[src/rtl/mole_pkg.sv]
// Shared state encoding, default geometry and LFSR tap masks for the mole picker
// and the other random blocks built on lfsr_gen.
package mole_pkg;

  typedef enum logic [1:0] {
    ST_IDLE,
    ST_PICK,
    ST_SHOW
  } state_t;

  localparam int unsigned N_HOLES_DEF = 18;

  // Galois right-shift tap masks, maximal length for each supported width
  function automatic logic [31:0] lfsr_taps(input int unsigned width);
    case (width)
      8:       lfsr_taps = 32'h0000_00B8;
      16:      lfsr_taps = 32'h0000_B400;
      24:      lfsr_taps = 32'h00E1_0000;
      32:      lfsr_taps = 32'h8020_0003;
      default: lfsr_taps = 32'h0000_B400;
    endcase
  endfunction

endpackage

[src/rtl/lfsr_gen.sv]
// Free-running maximal-length Galois LFSR; a zero seed is forced to 1 so the
// register can never lock up in the all-zero state.
module lfsr_gen
  import mole_pkg::*;
#(
  parameter int unsigned       LFSR_W = 16,
  parameter logic [LFSR_W-1:0] SEED   = 16'hACE1
) (
  input  logic              clk,
  input  logic              reset,
  output logic [LFSR_W-1:0] out
);

  localparam logic [31:0]       TAPS_ALL = lfsr_taps(LFSR_W);
  localparam logic [LFSR_W-1:0] TAPS     = TAPS_ALL[LFSR_W-1:0];
  localparam logic [LFSR_W-1:0] SEED_FIX = (SEED == '0) ? {{(LFSR_W-1){1'b0}}, 1'b1} : SEED;

  always_ff @(posedge clk or negedge reset) begin
    if (!reset) begin
      out <= SEED_FIX;
    end else begin
      out <= (out >> 1) ^ (out[0] ? TAPS : '0);
    end
  end

endmodule

[src/rtl/mole_picker.sv]
// One-hot mole picker: LFSR rejection sampling, bounded lifetime, hit/miss scoring.
// Optional MOLE_NO_REPEAT_EN forbids the same hole twice in a row.
module mole_picker
  import mole_pkg::*;
#(
  parameter int unsigned       N_HOLES     = N_HOLES_DEF,
  parameter int unsigned       LFSR_W      = 16,
  parameter logic [LFSR_W-1:0] SEED        = 16'hACE1,
  parameter int unsigned       LIFE_CYCLES = 50_000_000,
  localparam int unsigned      IDX_W       = $clog2(N_HOLES)
) (
  input  logic               clk,
  input  logic               reset,
  input  logic               trigger,
  input  logic [N_HOLES-1:0] hit,
  output logic [N_HOLES-1:0] displayL,
  output logic [IDX_W-1:0]   mole_idx,
  output logic               busy,
  output logic               hit_pulse,
  output logic               miss_pulse
);

  localparam int unsigned       CNT_W    = (LIFE_CYCLES > 1) ? $clog2(LIFE_CYCLES) : 1;
  localparam logic [CNT_W-1:0]  LIFE_TOP = CNT_W'(LIFE_CYCLES - 1);
  localparam logic [N_HOLES-1:0] ONE_HOT0 = N_HOLES'(1);

  state_t              state, state_nxt;
  logic                trig_q;
  logic [CNT_W-1:0]    life_cnt, life_nxt;
  logic [N_HOLES-1:0]  disp_nxt;
  logic [IDX_W-1:0]    idx_nxt;
  logic                busy_nxt, hitp_nxt, missp_nxt;
  logic [LFSR_W-1:0]   lfsr;
  logic [IDX_W-1:0]    cand;
  logic                cand_ok;
  logic                rise;
  logic                mole_hit;

  lfsr_gen #(
    .LFSR_W (LFSR_W),
    .SEED   (SEED)
  ) u_lfsr (
    .clk   (clk),
    .reset (reset),
    .out   (lfsr)
  );

  assign cand     = lfsr[IDX_W-1:0];
  assign rise     = trigger & ~trig_q;
  assign mole_hit = hit[mole_idx];

`ifdef MOLE_NO_REPEAT_EN
  assign cand_ok = (32'(cand) < N_HOLES) && (cand != mole_idx);
`else
  assign cand_ok = (32'(cand) < N_HOLES);
`endif

  always_ff @(posedge clk or negedge reset) begin
    if (!reset) begin
      state      <= ST_IDLE;
      trig_q     <= 1'b0;
      life_cnt   <= '0;
      displayL   <= '0;
      mole_idx   <= '0;
      busy       <= 1'b0;
      hit_pulse  <= 1'b0;
      miss_pulse <= 1'b0;
    end else begin
      state      <= state_nxt;
      trig_q     <= trigger;
      life_cnt   <= life_nxt;
      displayL   <= disp_nxt;
      mole_idx   <= idx_nxt;
      busy       <= busy_nxt;
      hit_pulse  <= hitp_nxt;
      miss_pulse <= missp_nxt;
    end
  end

  // Abort outranks hit, which outranks timeout, all decided in one cycle
  always_comb begin
    state_nxt = state;
    life_nxt  = life_cnt;
    disp_nxt  = displayL;
    idx_nxt   = mole_idx;
    hitp_nxt  = 1'b0;
    missp_nxt = 1'b0;

    unique case (state)
      ST_IDLE: begin
        disp_nxt = '0;
        if (rise) begin
          state_nxt = ST_PICK;
        end
      end

      ST_PICK: begin
        if (!trigger) begin
          state_nxt = ST_IDLE;
          disp_nxt  = '0;
        end else if (cand_ok) begin
          idx_nxt   = cand;
          disp_nxt  = ONE_HOT0 << cand;
          life_nxt  = LIFE_TOP;
          state_nxt = ST_SHOW;
        end
      end

      ST_SHOW: begin
        if (!trigger) begin
          state_nxt = ST_IDLE;
          disp_nxt  = '0;
        end else if (mole_hit) begin
          hitp_nxt  = 1'b1;
          disp_nxt  = '0;
          state_nxt = ST_IDLE;
        end else if (life_cnt == '0) begin
          missp_nxt = 1'b1;
          disp_nxt  = '0;
          state_nxt = ST_IDLE;
        end else begin
          life_nxt = life_cnt - 1'b1;
        end
      end

      default: begin
        state_nxt = ST_IDLE;
        disp_nxt  = '0;
      end
    endcase

    busy_nxt = (state_nxt != ST_IDLE);
  end

endmodule

[config.mk]
export PLATFORM = sky130hd
export DESIGN_NAME = mole_picker
export DESIGN_NICKNAME = d
export VERILOG_FILES = /design/src/rtl/mole_pkg.sv /design/src/rtl/lfsr_gen.sv /design/src/rtl/mole_picker.sv
export SDC_FILE = /design/constraint.sdc
export NUM_CORES = 1
export LEC_CHECK = 0
export BUFFER_PORTS_ARGS = -buffer_cell sky130_fd_sc_hd__buf_2
export CORE_ASPECT_RATIO = 0.75
export CORE_UTILIZATION = 50
export CTS_CLUSTER_DIAMETER = 30
export DETAILED_ROUTE_END_ITERATION = 10
export GPL_TIMING_DRIVEN = 0
export PLACE_DENSITY_LB_ADDON = 0.25
export SLEW_MARGIN = 20
export SYNTH_ARGS = -nofsm -noshare
export SYNTH_HDL_FRONTEND = slang
export SYNTH_HIERARCHICAL = 1
export SYNTH_SLANG_ARGS = --single-unit
[constraint.sdc]
create_clock -name clk -period 2.2 [get_ports clk]
set_input_delay 0.11 -clock clk [delete_from_list [all_inputs] [get_ports clk]]
set_output_delay 0.11 -clock clk [all_outputs]
set_load 0.03 [all_outputs]
; Word level (Yosys, flattened, before mapping)
; Index checks and enable logic that the tools add are counted.
[op_classes]
addsub = 1
magnitude_cmp = 2
eq_ne = 9
shifts = 1
mux = 29
bitwise_logic = 3
n_reduce_logical = 7
[ops]
columns = cell, count
row1 = $mux W26, 5
row2 = $mux W18, 5
row3 = $pmux W26 S2, 1
row4 = $pmux W18 S2, 1
row5 = $logic_not A26 Y1, 1
row6 = $sub A26 B1 Y26 const B, 1
row7 = $shl A1 B5 Y18 const A, 1
row8 = $mux W16, 1
row9 = $xor A15 B16 Y16, 1
row10 = $mux W2, 6
row11 = $ne A2 B2 Y1 const B, 5
row12 = $mux W1, 8
row13 = $lt A5 B6 Y1 const B, 1
row14 = $pmux W2 S3, 1
row15 = $reduce_and A6 Y1, 1
row16 = $bmux W1 S5, 1
row17 = $lt A5 B5 Y1 const B, 1
row18 = $ne A4 B4 Y1 const B, 1
row19 = $reduce_bool A2 Y1, 2
row20 = $ne A3 B3 Y1 const B, 1
row21 = $reduce_and A3 Y1, 1
row22 = $eq A2 B1 Y1 const B, 1
row23 = $eq A2 B2 Y1 const B, 1
row24 = $logic_not A2 Y1, 1
row25 = 3 further kinds, 3
[totals]
register_bits = 71
wordCells = 61

; Longest topological paths before layout
; Gate-level depths: netlist of run 1.
[logic_depth]
word_depth = 6
depth_mapped = 10
mapped_depth_nobuf = 9

; Modules after synthesis
; The synthesis of run 1 kept the hierarchy.
[by_module_without_submodules]
columns = module, n_inst, cells_each, area_each_um2
row1 = mole_picker, 1, 276, 2802.7
row2 = lfsr_gen, 1, 19, 436.7

; Least setup slack after synthesis of run 1
; No wires, ideal clock.
[synth_path]
path_kind = register to register
start = register mole_idx[0]
end = register life_cnt[16]
setup_time_ns = 0.124
arrival_ns = 2.371
t_required_ns = 2.076
setup_slack_ns = -0.295
stages_incl_launch_ff = 10
n_path_buf = 3
cell_sequence = dfrtp_1 -> buf_4 -> mux4_2 -> nand2b_1 -> a41oi_2 -> and4b_1 -> buf_4 -> nor2_2 -> buf_2 -> a211o_1
[synth_between]
elab_chain_cells = 4
[synth_lines]
columns = item, line
row1 = start: declaration, mole_picker.sv:17  ; output logic [IDX_W-1:0] mole_idx,
row2 = start signal: assignment, mole_picker.sv:73  ; mole_idx <= idx_nxt;
row3 = $bmux W1 S5, mole_picker.sv:50  ; assign mole_hit = hit[mole_idx];
row4 = $mux W1 (implied by the code), mole_picker.sv:50
row5 = $ne A2 B2 Y1 (no source line), --
row6 = $reduce_and A6 Y1 (no source line), --
row7 = end signal: assignment, mole_picker.sv:71  ; life_cnt <= life_nxt;
row8 = end: declaration, mole_picker.sv:29  ; logic [CNT_W-1:0] life_cnt, life_nxt;
; No other way between the ends. The select of a mux whose other input is x is not followed.
; A chain may end at the register's enable or synchronous reset.

; Worst setup path after layout of run 1
[layout_path]
start = register life_cnt[17]
end = register life_cnt[10]
[layout_between]
elab_chain_cells = 3
[layout_lines]
columns = item, line
row1 = $logic_not A26 Y1, mole_picker.sv:117  ; end else if (life_cnt == '0) begin
row2 = $ne A2 B2 Y1 (no source line), --
row3 = $reduce_and A6 Y1 (no source line), --
; No other way between the ends.

==> results of run 1 <==
[cell families (layout without fill, tap and decap cells)]
| family | Yosys count | count (layout) | synth area share |
|---|---|---|---|
| compound gates | 68 | 68 | 0.1564 |
| xor+xnor | 4 | 4 | 0.01082 |
| simple gates | 119 | 119 | 0.2039 |
| flops | 71 | 71 | 0.5516 |
| fa+ha+maj | 1 | 1 | 0.003862 |
| mux | 11 | 11 | 0.04210 |
| buf+inv | 21 | 108 | 0.03128 |
[report_power, final]
| part | total, mW | switching [mW] | leakage (nW) | internal (mW) |
|---|---|---|---|---|
| logic | 0.318 | 0.166 | 0.996 | 0.152 |
| registers | 1.47 | 0.0962 | 0.876 | 1.37 |
| clock network | 1.02 | 0.577 | 0.101 | 0.446 |
| total | 2.81 | 0.839 | 1.97 | 1.97 |
[worst paths after layout]
| path | startpoint | endpoint | depth (start not counted) | slack [ns] |
|---|---|---|---|---|
| setup reg to reg | life_cnt[17] | life_cnt[10] | 9 | -0.27 |
| min in group clk | u_lfsr/out[9] | u_lfsr/out[8] | 0 | 0.36 |
| max in group asynchronous | reset | u_lfsr/out[6] | 3 | 1.36 |
| hold reg to reg | u_lfsr/out[9] | u_lfsr/out[8] | 0 | 0.36 |
| hold / removal | reset | life_cnt[2] | 2 | 0.23 |
| setup / recovery | life_cnt[17] | life_cnt[10] | 9 | -0.27 |
[cell type report]
| class | count | share of cell area |
|---|---|---|
| buffer | 12 | 0.02431 |
| clock buffer | 9 | 0.02832 |
| clock inverter | 7 | 0.01573 |
| inverter | 8 | 0.008009 |
| multi-input combinational | 203 | 0.3807 |
| sequential | 71 | 0.4090 |
| tap | 78 | 0.02231 |
| timing repair buffer | 71 | 0.1096 |
| timing repair inverter | 1 | 0.002002 |
[flip-flops by register name (all words and copies together), names as in the netlist]
name and count:
busy 1, hit_pulse 1, state 2, miss_pulse 1, life_cnt 26, displayL 18
u_lfsr/out 16, mole_idx 5, trig_q 1
[through the flow]
step | worst slack (ns) | std cells | instance area (sq um) | total power, mW
after floorplan | -0.1072 | 295 | 3282 | 1.605
final | -0.2741 | 460 | 4374 | 2.810
after global placement | -0.3303 | 419 | 3610 | 1.687
after global routing | -0.3322 | 460 | 4374 | 2.922
after CTS | -0.2394 | 452 | 4190 | 2.777
after detailed placement | -0.3712 | 420 | 3632 | 1.700
[cell usage in the layout (no fill, tap or decap), types with 5 or more instances in the layout]
cell,instances
a21oi_1,6
a21oi_2,5
a22o_1,8
buf_2,46
buf_4,17
buf_6,9
clkbuf_8,9
dfrtp_1,61
dfstp_2,8
inv_1,5
mux2i_1,8
nand2_1,20
nand2b_1,6
nand3_1,10
nor2_1,14
nor2b_1,5
nor3_1,16
o211a_1,5
o21ai_0,5
o2bb2ai_2,7
or3_1,9
[timing repair]
| action | 4_1_cts | 5_1_grt |
|---|---|---|
| cloned | 4 | 1 |
| hold buffers | 2 | 0 |
| gates resized for setup | 48 | 29 |
| hold endpoints to repair | 34 | 0 |
| setup endpoints to repair | 46 | 47 |
| pin swaps | 24 | 8 |
| setup buffers | 10 | 9 |
[critical path, stage by stage (launching register included)]
cell,delay (ns)
dfrtp_1,0.48
or4_4,0.60
nor4_2,0.24
nand3_1,0.12
and4b_1,0.21
buf_6,0.14
nor2_4,0.19
buf_4,0.15
buf_6,0.13
a211o_1,0.15
[layer usage]
layer	routed length, um	GRT usage	up-vias
met4	246	0.07744	0
met1	3739	0.3517	1332
li1	-	-	1256
met5	0	0	-
met2	4026	0.3853	107
met3	636	0.09554	29
==> run_results.csv, run 1 <==
group,metric,value,unit
run_status,status,"complete, but fails checks",
run_status,violations,"negative setup slack",
detailed_routing,wl_per_cell,18.80,um
global_route,grt_pass1_wl,12810,um
synthesis,synthArstFlopShare,1.000,
sta,tns,-7.120,ns
cells_and_area,nFillCells,417,
detailed_routing,viasPerCell,5.922,
synthesis,synth-edff-count,0,
synthesis,syn-num-nets,317,
placed_design,port_buffers,46,
worst_setup_path,arrival,2.77,ns
sta,tightest_slew,0.7999,ns
synthesis,synthTopCellsByArea,"dfrtp_1 49%, dfstp_2 6.5%, nor3_1 2.8%",
detailed_routing,drt-initial-drc-count,238,
synthesis,yosys_most_used_dff,"dfrtp_1",
synthesis,synth_area_leader_cell,"dfrtp_1",
cts,clock_path_buffers,2,
cts,h-tree-depth,3,
min_path,hp-class,"in2async",
synthesis,synth_cell_type_count,55,
floorplanning,die_h,71.71,um
detailed_routing,num_vias,2724,
placed_design,gp_congestion,0.7776,
sta,setup_viol,43,
detailed_routing,totalWireLength,8649,um
cells_and_area,seqCellArea,1789,sq um
synthesis,synth_commonest_cells,"63 x dfrtp_1, 21 x nand2_1, 18 x nor3_1, 15 x nor2_1, 12 x nand3_1",
cells_and_area,antenna_cells,0,
worst_setup_path,cp_data_required_time,2.49,ns
cells_and_area,syn_to_final_growth,35.03,%
cells_and_area,drive_above_1_share,0.4241,
global_route,antenna_found_initial,0,
synthesis,yosysSeqAreaShare,0.5516,
sta,drv_slew,0,
cts,cts_root_buf,"clkbuf_8",
global_route,grt_max_degree,39,
global_route,grt-ovfl-total,0,
cts,clock-sinks,71,
worst_setup_path,crit_type,"reg2reg",
floorplanning,die_x,94.94,um
cts,clk_pin_slew_worst_paths,0.09,ns
worst_setup_path,cp-end-kind,"flip-flop",
pwr,peakVddDrop,0.0006391,V
pwr,p_per_area,642.4,nW/um^2
cells_and_area,fin_nets,399,
worst_setup_path,path_max_fanout,6,
cts,cts_tree,"built",
detailed_routing,route.detailed.drc,0,
global_route,grt_pass1_vias,2567,
floorplanning,core-area,6036,sq um
placed_design,dp_hpwl,4948,um
cts,clk_latency,0.36,ns
flow_run,max_cap_viol_count,0,
sta,fin_ws,-0.2741,ns
detailed_routing,drtAntennaViolNets,0,
synthesis,synthCells,295,
detailed_routing,drt_pass1_iterations,5,
synthesis,synth_seq_cells,71,
synthesis,yosysMostFrequentCell,"dfrtp_1",
synthesis,netlist.area_leader.share,0.4867,
sta,max_freq,404.2,MHz
sta,fin_crit_sh,1.125,
floorplanning,io_pins,47,
floorplanning,rows,24,
synthesis,syn_area_per_cell,10.98,sq um
synthesis,yosysWarnings,6,
pwr,p_leak,1.973,nW
sta,clock_skew,0.007609,ns
cells_and_area,fin_util,0.7247,
global_route,gr-usage-all-layers,0.2574,
sta,holdWs,0.2283,ns
cts,cts_buffers,9,
floorplanning,initial_core_util,0.5367,
cells_and_area,multi_input_area,1665,sq um
worst_setup_path,start_kind,"flip-flop",
sta,rsz0062_at_grt,"true",
sta,maxSlewHeadroom,0.4618,
sta,hold_viol_final,0,
sta,min_period,2.474,ns
synthesis,syn_area,3239,sq um
floorplanning,dieArea,6808,sq um
No activity file was read; power rests on OpenSTA's default activity.
==> inputs of run 2 (changes only) <==
ABC_AREA = 1   (was unset)
clock period = 2.4 ns   (was 2.2 ns; I/O delays follow)
==> run 2 against run 1 <==
  * The run now ends clean
  * Sequential share of layout area grew 1.5 points
  * First-iteration DRC count grew 21%
  * Global-route usage shrank 3.4 points
  * Flip-flop and latch count is the same
  * Count of clock-buffer cells in the layout grew 4
  * Cell count grew 40%
  * Maximum frequency grew 13%
  * Via count grew 19%
  * Synthesized cell count grew 64%
  * Synthesized area grew 12%
  * Clock skew grew 0.0023 ns
  * Critical path depth grew 3
  * Critical endpoint is now displayL[0]
==> run_results.csv, run 2 <==
group,metric,value,unit
worst_setup_path,crit_type,"reg2reg",
placed_design,port_buffers,46,
flow_run,max_cap_viol_count,0,
synthesis,synth_cell_type_count,32,
sta,tightest_slew,0.5732,ns
synthesis,synthArstFlopShare,1.000,
sta,rsz0062_at_grt,"false",
placed_design,dp_hpwl,5604,um
cells_and_area,largestRegisters,"life_cnt: 26 flops, displayL: 18 flops, u_lfsr/out: 16 flops",
synthesis,yosys_most_used_dff,"dfrtp_1",
sta,setup_viol,0,
sta,hold_viol_final,0,
sta,fin_ws,0.2187,ns
pwr,p_leak,2.257,nW
cells_and_area,drive_above_1_share,0.1679,
worst_setup_path,arrival,2.41,ns
synthesis,netlist.area_leader.share,0.4355,
pwr,power,3.936,mW
global_route,grt-ovfl-total,0,
synthesis,synthTopCellsByArea,"dfrtp_1 44%, nand2_1 19%, nand3_1 6.8%",
cts,clk_pin_slew_worst_paths,0.08,ns
detailed_routing,viasPerCell,5.014,
synthesis,syn_area,3620,sq um
global_route,grt_pass1_vias,2849,
worst_setup_path,start_kind,"flip-flop",
sta,holdWs,0.2026,ns
worst_setup_path,cp_data_required_time,2.63,ns
sta,drv_slew,0,
cells_and_area,antenna_cells,0,
floorplanning,die_h,75.69,um
global_route,grt_max_degree,49,
synthesis,synth_area_leader_cell,"dfrtp_1",
cells_and_area,syn_to_final_growth,16.32,%
floorplanning,rows,26,
global_route,antenna_found_initial,0,
sta,min_period,2.181,ns
min_path,hp-class,"in2async",
cts,cts_buffers,9,
cells_and_area,fin_nets,565,
placed_design,place_ws,0.1984,ns
floorplanning,core-area,6897,sq um
detailed_routing,wl_per_cell,11.91,um
detailed_routing,route.detailed.drc,0,
cells_and_area,top_register,"life_cnt",
synthesis,synth-edff-count,0,
cts,h-tree-depth,3,
detailed_routing,num_vias,3239,
placed_design,gp_congestion,0.9027,
cts,cts_root_buf,"clkbuf_8",
floorplanning,initial_core_util,0.5249,
synthesis,synthCells,483,
cts,cts_tree,"built",
worst_setup_path,path_max_fanout,10,
synthesis,syn_area_per_cell,7.494,sq um
sta,tns,0,ns
synthesis,yosysWarnings,6,
synthesis,syn-num-nets,505,
cts,clock_path_buffers,2,
sta,maxSlewHeadroom,0.6158,
detailed_routing,totalWireLength,7691,um
synthesis,synth_seq_cells,71,
cells_and_area,mostFrequentLayoutCells,"182 x nand2_1, 63 x dfrtp_1, 49 x buf_2, 49 x inv_1, 49 x nand3_1",
synthesis,yosysSeqAreaShare,0.4936,
synthesis,yosysMostFrequentCell,"nand2_1",
pwr,p_per_area,934.9,nW/um^2
cts,clock-sinks,71,
synthesis,synth_commonest_cells,"182 x nand2_1, 63 x dfrtp_1, 49 x inv_1, 49 x nand3_1, 46 x nor2_1",
floorplanning,die_x,100.2,um
cells_and_area,fin_util,0.6105,
run_status,status,"completed",
cells_and_area,final_common_cell,"nand2_1",
worst_setup_path,cp-end-kind,"flip-flop",
sta,fin_crit_sh,0.9089,
floorplanning,io_pins,47,
global_route,gr-usage-all-layers,0.2233,
cells_and_area,largest_register_ffs,26,
sta,clock_skew,0.009922,ns
global_route,grt_pass1_wl,13060,um
sta,max_freq,458.4,MHz
cts,clk_latency,0.35,ns
pwr,peakVddDrop,0.0004343,V
floorplanning,dieArea,7587,sq um
detailed_routing,drt-initial-drc-count,287,
detailed_routing,drt_pass1_iterations,6,
detailed_routing,drtAntennaViolNets,0,
run 2: power by group:
| part | switching [mW] | internal, mW |
|---|---|---|
| Clock | 0.424 | 0.482 |
| Sequential | 0.200 | 1.41 |
| Combinational | 0.927 | 0.497 |
run 2: path summary, 6_finish.rpt:
check / startpoint / to / slack (ns) / cells past startpoint
max reg2reg: life_cnt[0] / displayL[0] / 0.22 / 12
min in group clk: hit[16] / miss_pulse / 0.30 / 6
min: reset / displayL[6] / 0.20 / 2
max in group asynchronous: reset / u_lfsr/out[5] / 1.60 / 3
min reg2reg: u_lfsr/out[12] / u_lfsr/out[11] / 0.35 / 0
max: life_cnt[0] / displayL[0] / 0.22 / 12
run 2: timing repair:
action | 4_1_cts | 5_1_grt
setup endpoints to repair | 0 | 10
setup buffers | 0 | 0
resized for setup | 0 | 1
hold endpoints to repair | 24 | 0
hold buffers | 2 | 0
run 2: through the flow:
| stage | cells | area [sq um] |
|---|---|---|
| global route | 646 | 4210 |
| global placement | 627 | 3973 |
| CTS | 646 | 4205 |
| finish | 646 | 4210 |
| floorplan | 483 | 3620 |
| detailed placement | 628 | 4003 |
run 2: cell type report:
cell class | count | area [sq um]
Sequential cell | 71 | 1787
Fill cell | 633 | 2686
Inverter | 51 | 191.4
Clock inverter | 3 | 43.79
Tap cell | 98 | 122.6
Buffer | 11 | 76.32
Multi-Input combinational cell | 350 | 1570
Timing Repair Buffer | 49 | 280.3
Clock buffer | 13 | 138.9
run 2: kinds of logic (layout without fill, tap and decap cells):
group	Yosys count	in the layout	synth area share
flip-flops	71	71	0.4936
AND/OR/NAND/NOR	313	313	0.3685
AO/OA/AOI/OAI	29	29	0.04356
adder cells (fa/ha/maj)	1	1	0.003456
XOR/XNOR	7	7	0.01694
buffers and inverters	62	127	0.07397
run 2: layer usage:
| layer | part of all wire | vias up | track usage | wire length [um] |
|---|---|---|---|---|
| li1 | - | 1635 | - | - |
| met1 | 0.49 | 1475 | 0.3130 | 3790 |
| met2 | 0.42 | 117 | 0.3417 | 3255 |
| met3 | 0.072 | 12 | 0.06422 | 555 |
| met4 | 0.012 | 0 | 0.06441 | 90 |
| met5 | 0 | - | 0 | 0 |
run 2: critical path, cell delays in order (launching register included):
cell,delay [ns]
dfrtp_1,0.40
inv_1,0.09
ha_1,0.20
nand2_1,0.14
nor2_4,0.21
nand2_2,0.09
nor2_2,0.14
nor2_1,0.07
nand4_1,0.19
nand2_2,0.17
buf_4,0.22
nand2_1,0.07
nand2_1,0.05
